## config.mk

```make
export PLATFORM = sky130hd
export DESIGN_NAME = vedic_mult_arbiter
export DESIGN_NICKNAME = d
export VERILOG_FILES = /design/src/rtl/vedic_pkg.sv /design/src/rtl/vedic32x32.sv /design/src/rtl/vedic_mult_arbiter.sv
export SDC_FILE = /design/constraint.sdc
export NUM_CORES = 2
export LEC_CHECK = 0
export ABC_AREA = 1
export CAP_MARGIN = 5
export CORE_UTILIZATION = 40
export CTS_BUF_LIST = sky130_fd_sc_hd__clkbuf_4
export CTS_CLUSTER_SIZE = 8
export DETAILED_ROUTE_END_ITERATION = 7
export PLACE_DENSITY = 0.61
export REMOVE_ABC_BUFFERS = 1
export SLEW_MARGIN = 15
export SYNTH_ARGS = -nofsm -noshare
export SYNTH_HDL_FRONTEND = slang
export SYNTH_SLANG_ARGS = --single-unit
export TNS_END_PERCENT = 100
```

## constraint.sdc

```tcl
create_clock -name clk -period 9.3 [get_ports clk]
set_input_delay 1.86 -clock clk [delete_from_list [all_inputs] [get_ports clk]]
set_output_delay 1.86 -clock clk [all_outputs]
set_load 0.02 [all_outputs]
```

## src/rtl/vedic_pkg.sv

```systemverilog
// Shared definitions for the Vedic multiplier arbiter slice.
// Contents: FSM state encoding, operand/product widths, the operand payload
// struct and the helper that sizes the requester-index field.
package vedic_pkg;

  localparam int unsigned OPW   = 32;  // operand width
  localparam int unsigned PRODW = 64;  // full product width
  localparam int unsigned CNTW  = 4;   // COMPUTE down-counter width (MUL_LAT <= 15)
  localparam int unsigned DONEW = 16;  // completed-response counter width

  typedef enum logic [1:0] {
    ST_IDLE    = 2'd0,
    ST_COMPUTE = 2'd1,
    ST_RESP    = 2'd2
  } state_t;

  // Registered operand pair for the operation in flight.
  typedef struct packed {
    logic [OPW-1:0] a;
    logic [OPW-1:0] b;
  } operand_t;

  // Width of an index able to name n requesters (never narrower than 1 bit).
  function automatic int unsigned id_width(input int unsigned n);
    return (n > 2) ? $clog2(n) : 1;
  endfunction

endpackage

```

## src/rtl/vedic32x32.sv

```systemverilog
// 32x32 unsigned Vedic (Urdhva-Tiryagbhyam) multiplier, purely combinational.
// Ports:
//   a, b  : 32-bit unsigned operands
//   gnd   : ground input, folded in as a zero carry-in
//   prod  : 64-bit unsigned product a*b
module vedic32x32
  import vedic_pkg::*;
(
  input  logic [OPW-1:0]   a,
  input  logic [OPW-1:0]   b,
  input  logic             gnd,
  output logic [PRODW-1:0] prod
);

  localparam int unsigned HW = OPW / 2;

  logic [OPW-1:0] pp_ll;
  logic [OPW-1:0] pp_lh;
  logic [OPW-1:0] pp_hl;
  logic [OPW-1:0] pp_hh;

  // Vertical and crosswise 16x16 partial products.
  always_comb begin
    pp_ll = OPW'(a[HW-1:0])   * OPW'(b[HW-1:0]);
    pp_lh = OPW'(a[HW-1:0])   * OPW'(b[OPW-1:HW]);
    pp_hl = OPW'(a[OPW-1:HW]) * OPW'(b[HW-1:0]);
    pp_hh = OPW'(a[OPW-1:HW]) * OPW'(b[OPW-1:HW]);
  end

  // Align and sum the partial products; ground enters as the carry-in.
  always_comb begin
    prod = PRODW'(pp_ll)
         + (PRODW'(pp_lh) << HW)
         + (PRODW'(pp_hl) << HW)
         + (PRODW'(pp_hh) << OPW)
         + PRODW'(gnd);
  end

endmodule

```

## src/rtl/vedic_mult_arbiter.sv

```systemverilog
// Round-robin arbiter sharing one 32x32 Vedic multiplier among N_REQ requesters.
// One operation is in flight at a time: IDLE grants, COMPUTE waits MUL_LAT
// cycles, RESP holds the product until the consumer takes it.
// Ports:
//   clk, rst_n           : clock, async active-low reset
//   req_valid/req_ready  : per-requester handshake (req_ready combinational, one-hot or zero)
//   req_a, req_b         : packed 32-bit operands, requester i at [32i+31:32i]
//   rsp_valid/rsp_ready  : product handshake
//   rsp_prod, rsp_id     : product and owning requester index
//   busy                 : high whenever not IDLE
//   done_cnt             : wrapping count of retired responses
module vedic_mult_arbiter
  import vedic_pkg::*;
#(
  parameter int unsigned N_REQ   = 4,
  parameter int unsigned MUL_LAT = 2
) (
  input  logic                         clk,
  input  logic                         rst_n,
  input  logic [N_REQ-1:0]             req_valid,
  output logic [N_REQ-1:0]             req_ready,
  input  logic [OPW*N_REQ-1:0]         req_a,
  input  logic [OPW*N_REQ-1:0]         req_b,
  output logic                         rsp_valid,
  input  logic                         rsp_ready,
  output logic [PRODW-1:0]             rsp_prod,
  output logic [id_width(N_REQ)-1:0]   rsp_id,
  output logic                         busy,
  output logic [DONEW-1:0]             done_cnt
);

  localparam int unsigned IDW = id_width(N_REQ);

  state_t           state;
  state_t           state_nxt;
  logic [1:0]       sync_q;
  logic             run;
  logic [IDW-1:0]   rr_ptr;
  logic [IDW-1:0]   grant_idx;
  logic             grant_found;
  logic [IDW-1:0]   id_q;
  logic [CNTW-1:0]  cnt;
  operand_t         op_q;
  logic [PRODW-1:0] mul_prod;
  logic             accept;
  logic             capture;
  logic             retire;
  logic [OPW-1:0]   a_arr [N_REQ];
  logic [OPW-1:0]   b_arr [N_REQ];

  // Unpack the flat operand buses per requester.
  for (genvar i = 0; i < N_REQ; i++) begin : g_unpack
    assign a_arr[i] = req_a[i*OPW +: OPW];
    assign b_arr[i] = req_b[i*OPW +: OPW];
  end

  // Reset-release synchroniser: assertion is immediate, release takes two edges.
  always_ff @(posedge clk or negedge rst_n) begin
    if (!rst_n) sync_q <= 2'b00;
    else        sync_q <= {sync_q[0], 1'b1};
  end
  assign run = sync_q[1];

  // Round-robin search: first valid requester at or above rr_ptr, modulo N_REQ.
  always_comb begin
    grant_idx   = '0;
    grant_found = 1'b0;
    for (int unsigned k = 0; k < N_REQ; k++) begin
      int unsigned idx;
      idx = int'(rr_ptr) + k;
      if (idx >= N_REQ) idx = idx - N_REQ;
      if (!grant_found && req_valid[idx]) begin
        grant_found = 1'b1;
        grant_idx   = IDW'(idx);
      end
    end
  end

  // FSM state register.
  always_ff @(posedge clk or negedge rst_n) begin
    if (!rst_n) state <= ST_IDLE;
    else        state <= state_nxt;
  end

  // FSM next-state and handshake decode.
  always_comb begin
    state_nxt = state;
    req_ready = '0;
    accept    = 1'b0;
    capture   = 1'b0;
    retire    = 1'b0;
    case (state)
      ST_IDLE: begin
        if (run && grant_found) begin
          req_ready[grant_idx] = 1'b1;
          accept               = 1'b1;
          state_nxt            = ST_COMPUTE;
        end
      end
      ST_COMPUTE: begin
        if (cnt == '0) begin
          capture   = 1'b1;
          state_nxt = ST_RESP;
        end
      end
      ST_RESP: begin
        if (rsp_ready) begin
          retire    = 1'b1;
          state_nxt = ST_IDLE;
        end
      end
      default: state_nxt = ST_IDLE;
    endcase
  end

  // Operand/grant capture, compute countdown, product capture and status outputs.
  // The counter is loaded with MUL_LAT and the product is taken on the edge
  // after it reaches zero, so rsp_valid appears MUL_LAT+1 edges after accept.
  always_ff @(posedge clk or negedge rst_n) begin
    if (!rst_n) begin
      op_q      <= '0;
      id_q      <= '0;
      rr_ptr    <= '0;
      cnt       <= '0;
      rsp_prod  <= '0;
      rsp_id    <= '0;
      rsp_valid <= 1'b0;
      busy      <= 1'b0;
      done_cnt  <= '0;
    end else begin
      if (accept) begin
        op_q.a <= a_arr[grant_idx];
        op_q.b <= b_arr[grant_idx];
        id_q   <= grant_idx;
        rr_ptr <= (grant_idx == IDW'(N_REQ - 1)) ? '0 : grant_idx + IDW'(1);
        cnt    <= CNTW'(MUL_LAT);
      end else if (state == ST_COMPUTE && cnt != '0) begin
        cnt <= cnt - CNTW'(1);
      end
      if (capture) begin
        rsp_prod <= mul_prod;
        rsp_id   <= id_q;
      end
      if (retire) done_cnt <= done_cnt + DONEW'(1);
      rsp_valid <= (state_nxt == ST_RESP);
      busy      <= (state_nxt != ST_IDLE);
    end
  end

  vedic32x32 u_mul (
    .a    (op_q.a),
    .b    (op_q.b),
    .gnd  (1'b0),
    .prod (mul_prod)
  );

endmodule
```

=== Yosys cells after proc, flatten, opt, wreduce, memory -nomap -nowiden ===
Index checks and enable logic that the tools add are counted.

* Register bits: 160
* Bits of input ports: 263
* Output and inout bits: 88
* Logic and storage cells: 102

* $add $sub $neg: 13
* $mul: 4
* Magnitude comparators: 11
* Equal/unequal tests: 4
* Multiplexer cells: 43
* Bitwise gates (word level): 1
* Reduce and logical (&&, ||, !) cells: 14

{| class="wikitable"
|+ Operators with widths
! operator !! number
|-
| two-way mux 32 bit || 8
|-
| binary-select mux 32 bit (select 2 bit) || 2
|-
| less-than comparator 32 x 3 -> 1 bit (second input constant) || 4
|-
| multiplier 16 x 16 -> 32 bit || 4
|-
| adder 64 x 48 -> 64 bit || 1
|-
| adder 64 bit || 1
|-
| adder 32 x 48 -> 49 bit || 1
|-
| adder 16 x 1 -> 16 bit (second input constant) || 1
|-
| two-way mux 2 bit || 8
|-
| two-way mux 4 bit || 4
|-
| two-way mux 1 bit || 15
|-
| greater-or-equal comparator 3 bit (second input constant) || 4
|-
| subtractor 3 x 3 -> 4 bit (second input constant) || 3
|-
| binary-select mux 1 bit (select 2 bit) || 4
|-
| adder 2 x 2 -> 3 bit (second input constant) || 2
|-
| == test 2 bit (second input constant) || 3
|-
| logical AND 1 bit || 6
|-
| case mux 2 bit (3 select lines) || 1
|-
| logical NOT 4 bit || 1
|-
| nonzero test 2 bit || 2
|-
| nonzero test 4 bit || 1
|-
| subtractor 2 x 3 -> 4 bit (second input constant) || 1
|-
| subtractor 4 x 1 -> 4 bit (second input constant) || 1
|-
| adder 2 x 1 -> 3 bit (second input constant) || 1
|-
| 9 further kinds || 11
|}

=== Depth between registers and ports, before layout ===
* Depth in word-level cells: 20
* Depth in mapped cells: 55
* Gate-level depth less buffers: 53

=== Hierarchy ===
From an unflattened synthesis, not the netlist that was laid out.

* Cells, all modules: 7009
* Area total of the unflattened synthesis: 50220.7 um^2

{| class="wikitable"
|+ Modules (own cells, without submodules)
! module !! instances !! cells an instance !! area an instance (um^2) !! sequential area each (um^2)
|-
| vedic32x32 || 1 || 5788 || 41098.2 || 0.0
|-
| vedic_mult_arbiter || 1 || 1221 || 9122.5 || 4003.8
|}

=== Worst setup path before layout ===
No wires, ideal clock.

* Path kind: register -> register
* Start: reg op_q[43] (netlist name)
* End: reg rsp_prod[53]
* Library setup time: 0.134 ns
* Data arrival time: 8.909 ns
* Required time: 9.166 ns
* Slack: 0.258 ns
* Stages on the path, launching flop included: 44
* Path buffers: 2
* Clock period less this slack: 9.042 ns
* Path through: dfrtp_1 > clkbuf_1 > clkbuf_1 > nand2_1 > fa_1 > fa_1 > fa_1 > inv_1 > fa_1 > fa_1 > fa_1 > ha_1 > a21oi_1 > o21ai_0 > a21oi_1 > nand2_1 > xor2_1 > fa_1 > (+8 left out) > nor2_2 > nand2_1 > nand2_1 > nand2_1 > fa_1 > inv_1 > ha_1 > nand2_1 > nor2_1 > inv_1 > nor2_1 > and3_1 > nand2_1 > nand2_1 > nand3_1 > nand2_1 > xor2_1 > o21ai_0

* Longest elaborated chain between the ends: 4
* Elaborated cells between the ends (all ways): 5
* Those cells by class: add/sub: 3; mul: 2

{| class="wikitable"
|+ Ends and longest elaborated chain
! element !! line !! source
|-
| multiplier 16 x 16 -> 32 bit, on equally long branches || vedic32x32.sv:24, vedic32x32.sv:25 ||
|-
| adder 32 x 48 -> 49 bit (*) || vedic32x32.sv:33 || <nowiki>+ (PRODW'(pp_lh) << HW)</nowiki>
|-
| adder 64 x 48 -> 64 bit (*) || vedic32x32.sv:34 || <nowiki>+ (PRODW'(pp_hl) << HW)</nowiki>
|-
| adder 64 bit (*) || vedic32x32.sv:35 || <nowiki>+ (PRODW'(pp_hh) << OPW)</nowiki>
|-
| to (signal assigned) || vedic_mult_arbiter.sv:141 || <nowiki>rsp_prod <= mul_prod;</nowiki>
|-
| to (decl) || vedic_mult_arbiter.sv:26 || <nowiki>output logic [PRODW-1:0] rsp_prod,</nowiki>
|}

Every way passes the cells marked *; elsewhere a longest branch is shown, timed or not.
A chain may end at the register's enable or synchronous reset.

=== Final worst setup path ===
* Start: reg op_q[41] (netlist name)
* End: reg rsp_prod[52]

* Longest elaborated chain between the ends: 4
* Elaborated cells between the ends (all ways): 5
* Those cells by class: add/sub: 3; mul: 2

{| class="wikitable"
|+ Ends and longest elaborated chain
! element !! line
|-
| multiplier 16 x 16 -> 32 bit, on equally long branches || vedic32x32.sv:24, vedic32x32.sv:25
|-
| adder 32 x 48 -> 49 bit (*) || vedic32x32.sv:33
|-
| adder 64 x 48 -> 64 bit (*) || vedic32x32.sv:34
|-
| adder 64 bit (*) || vedic32x32.sv:35
|}

Marks and branches as above.

==> metrics.md <==
| Metric | Value |
|---|---|
| Status | complete, no violations |
| CTS Hold Bufs | 0 |
| Fin crit share | 0.988 |
| Area of the mapped netlist | 47,700 µm² |
| Tot GR Track Use | 0.274 |
| IO Port Bufs | 350 |
| Crit path DAT | 9.80 ns |
| Setup crit start kind | flop |
| Primary FF master, synth | dfrtp_1 |
| Synth-to-Final Area Change | 21.1% |
| Critical-path cell with the highest stage delay | fa_1 |
| Fin. max-slew vios | 0 |
| # DRC | 0 |
| Core area | 118,000 µm² |
| Clk_lat worst skew | 0.77 ns |
| Most Frequent Cell on Critical Path | fa_1 |
| Initial antenna violation count | 12 |
| R2R setup slack | 0.11 ns |
| Die Area | 121,000 µm² |
| CTS tree | built |
| Clock Path Buffers | 2 |
| Chip Height | 347 µm |
| Ys Warns | 0 |
| Die W | 347 µm |
| Post-synthesis async set-or-reset flop share | 1.00 |
| Top sig layer | met5 |
| Top cells by area in the synthesized netlist | fa_1 34%, nand2_1 15%, inv_1 13% |
| Top-area cell type share of the netlist area | 0.339 |
| Post-synthesis sequential area ratio | 0.0839 |
| Yosys cell types | 47 |
| M1 WL | 72.1 mm |
| R2R depth | 46 |
| GP Congestion | 0.955 |
| I/O Pins | 351 |
| Fillcell total | 11,700 |
| Relative slew slack | 0.223 |
| Hold path startpoint | sync_q[0] |
| Multi-input gate area | 38,100 µm² |
| Nets | 8,572 |
| Setup CP Type | reg2reg |
| Flops & latches, synth | 160 |
| Synth Instances | 6,508 |
| Antenna-violating nets left | 0 |
| Root Buffer | clkbuf_4 |
| Maxcap violations | 0 |
| WL met3 | 13.3 mm |
| Global-route wire length before repair | 254 mm |
| Initial Utilization | 0.404 |
| Vias in the first global route | 44,000 |
| Initial DRT Pass Iterations | 5 |
| Routed vias/inst | 5.02 |
| Post-route minimum period | 9.19 ns |
| DRT Wirelength | 163 mm |
| Peak Freq | 0.109 GHz |
| R2r endpoint | rsp_prod[52] |
| CP Data Required Time | 9.91 ns |
| Highest cell delay on the worst timing path | 0.57 ns |
| Via count | 43,000 |
| Crit path max fanout | 5 |
| Storage cell area | 4030 µm² |
| Min Hold Slack | 0.375 ns |
| RSZ-0062 raised after global routing | yes |
| Number of flops mapped to enable cells by yosys | 0 |
| Reg clk slew, reported paths | 0.17 ns |
| Worst Clk Skew | 0.0651 ns |
| WL met2 | 73.7 mm |
| CP endpoint kind | flop |
| Clock Sinks | 160 |
| Layout cell share with drive strength beyond 1 | 0.120 |
| GRT overflow | 0 |
| Post-detail-place hpwl | 135 mm |
| Htree depth | 4 |
| Final Hold Viols | 0 |
| Drt first-iter violations | 3,247 |
| Mapped Avg Cell Area | 7.33 µm² |
| Hold depth | 0 |
| Hold Path End | sync_q[1] |
| Reg2reg start | op_q[41] |
| Number of buffers created by CTS | 17 |
| Setup-failing EPs final | 0 |
| Post-synth top area cell | fa_1 |
| WL/cell | 19.1 µm |
| Worst-Margin Slew | 1.17 ns |
| Worst hold path class | reg2reg |
| Rows | 126 |
| Largest net degree at the start of global routing | 100 |
flip-flops by register name (all words and copies together) (netlist names):
register,count
rsp_id,2
sync_q,2
cnt,4
state,2
rsp_valid,1
op_q,64
busy,1
rsp_prod,64
id_q,2
done_cnt,16
rr_ptr,2
worst max-delay path, delay by kind of cell, from the launching register on:
family / cells / cell delay (ns)
adder cells (fa/ha/maj): 12 / 5.06
flip-flops: 1 / 0.47
buffers and inverters: 9 / 0.79
XOR/XNOR: 3 / 0.53
AO/OA/AOI/OAI: 6 / 0.70
AND/OR/NAND/NOR: 16 / 1.48
cell type report:
type | instances | share of cell area
sequential | 160 | 0.0696
antenna | 3 | 0.000130
multi-input combinational | 4384 | 0.659
clock buffer | 18 | 0.00234
clock inverter | 14 | 0.00301
tap | 1536 | 0.0333
inverter | 1650 | 0.107
timing repair buffer | 799 | 0.126
synth_stat cells, types with 2 or more instances:
master     number
o211ai_1        7
nor2_1        213
xnor2_1        66
nand3b_1        5
or2_1           2
nand4_1        31
o211a_1        30
nor2_4          2
mux2i_1        33
inv_1        1643
xor2_1         76
a21o_1         18
nor4_1          5
a21oi_1       197
buf_6           6
a31oi_1        27
or2_2           8
o21ai_0       143
fa_1          809
nand3_1       229
and2_1          2
nand2_1      1910
a211oi_1        2
dfrtp_1       160
o21a_1          6
clkbuf_1      276
buf_2          26
o2111ai_1       2
a21boi_0        2
buf_4           5
o21bai_1       17
o21ai_1        20
nor3_1         20
ha_1          488
inv_2           6
o31ai_1         5
logic make-up after synthesis:
group,synth area share
other,0.0000786
AOI/OAI and AO/OA,0.0573
adders and majority gates,0.467
xor gates and xnor gates,0.0264
buffers and inverters,0.157
muxes,0.00692
and+or+nand+nor,0.202
DFF,0.0839
routing by layer:
metal	global-route usage	up-vias
li1	-	20100
met1	0.385	21300
met2	0.435	1435
met3	0.0476	184
met4	0.0672	2
met5	0	-
stage by stage:
step	std cells	area [µm²]	util	setup TNS, ns	worst slack (ns)
final	8564	57800	0.489	0	0.109
after floorplan	6194	46400	-	0	0.105
after global routing	8563	57800	0.489	-2.93	-0.230
after CTS	8539	56500	0.478	0	0.00461
after detailed placement	8471	55000	0.466	-11.00	-0.619
after global placement	8471	55000	0.466	-14.76	-0.780
layout by cell type (no fill, tap or decap), types with 30 or more instances in the layout:
cell type / instances
a21oi_1: 160
o211a_1: 30
clkdlybuf4s50_1: 349
xnor2_1: 62
xor2_1: 63
ha_1: 440
nand3_1: 215
buf_4: 400
dfrtp_1: 143
o21ai_0: 117
inv_1: 1601
nand2_1: 1823
nor2_1: 176
o21ai_1: 34
nand2_2: 65
ha_4: 44
nand4_1: 31
fa_1: 801
inv_2: 45
mux2i_1: 33
how the worst max path moves through the flow:
stage,startpoint,endpoint,slack [ns],cells past startpoint
after floorplan,op_q[43],rsp_prod[53],0.10,41
after global placement,op_q[18],rsp_prod[39],-0.78,43
after detailed placement,op_q[19],rsp_prod[39],-0.62,43
after CTS,op_q[38],rsp_prod[52],0.005,52
after global routing,op_q[38],rsp_prod[59],-0.23,50
final,op_q[41],rsp_prod[52],0.11,46
repair_timing:
item,in CTS,in global routing
endpoints found under the setup margin,34,36
pin swaps,83,151
setup buffers,37,26
resized for setup,180,293
endpoints found under the hold margin,0,0
gates cloned,0,1
Power is left out: the tool's default activity adds up to more than one toggle a clock period on the data nets, which glitch-free logic cannot reach.
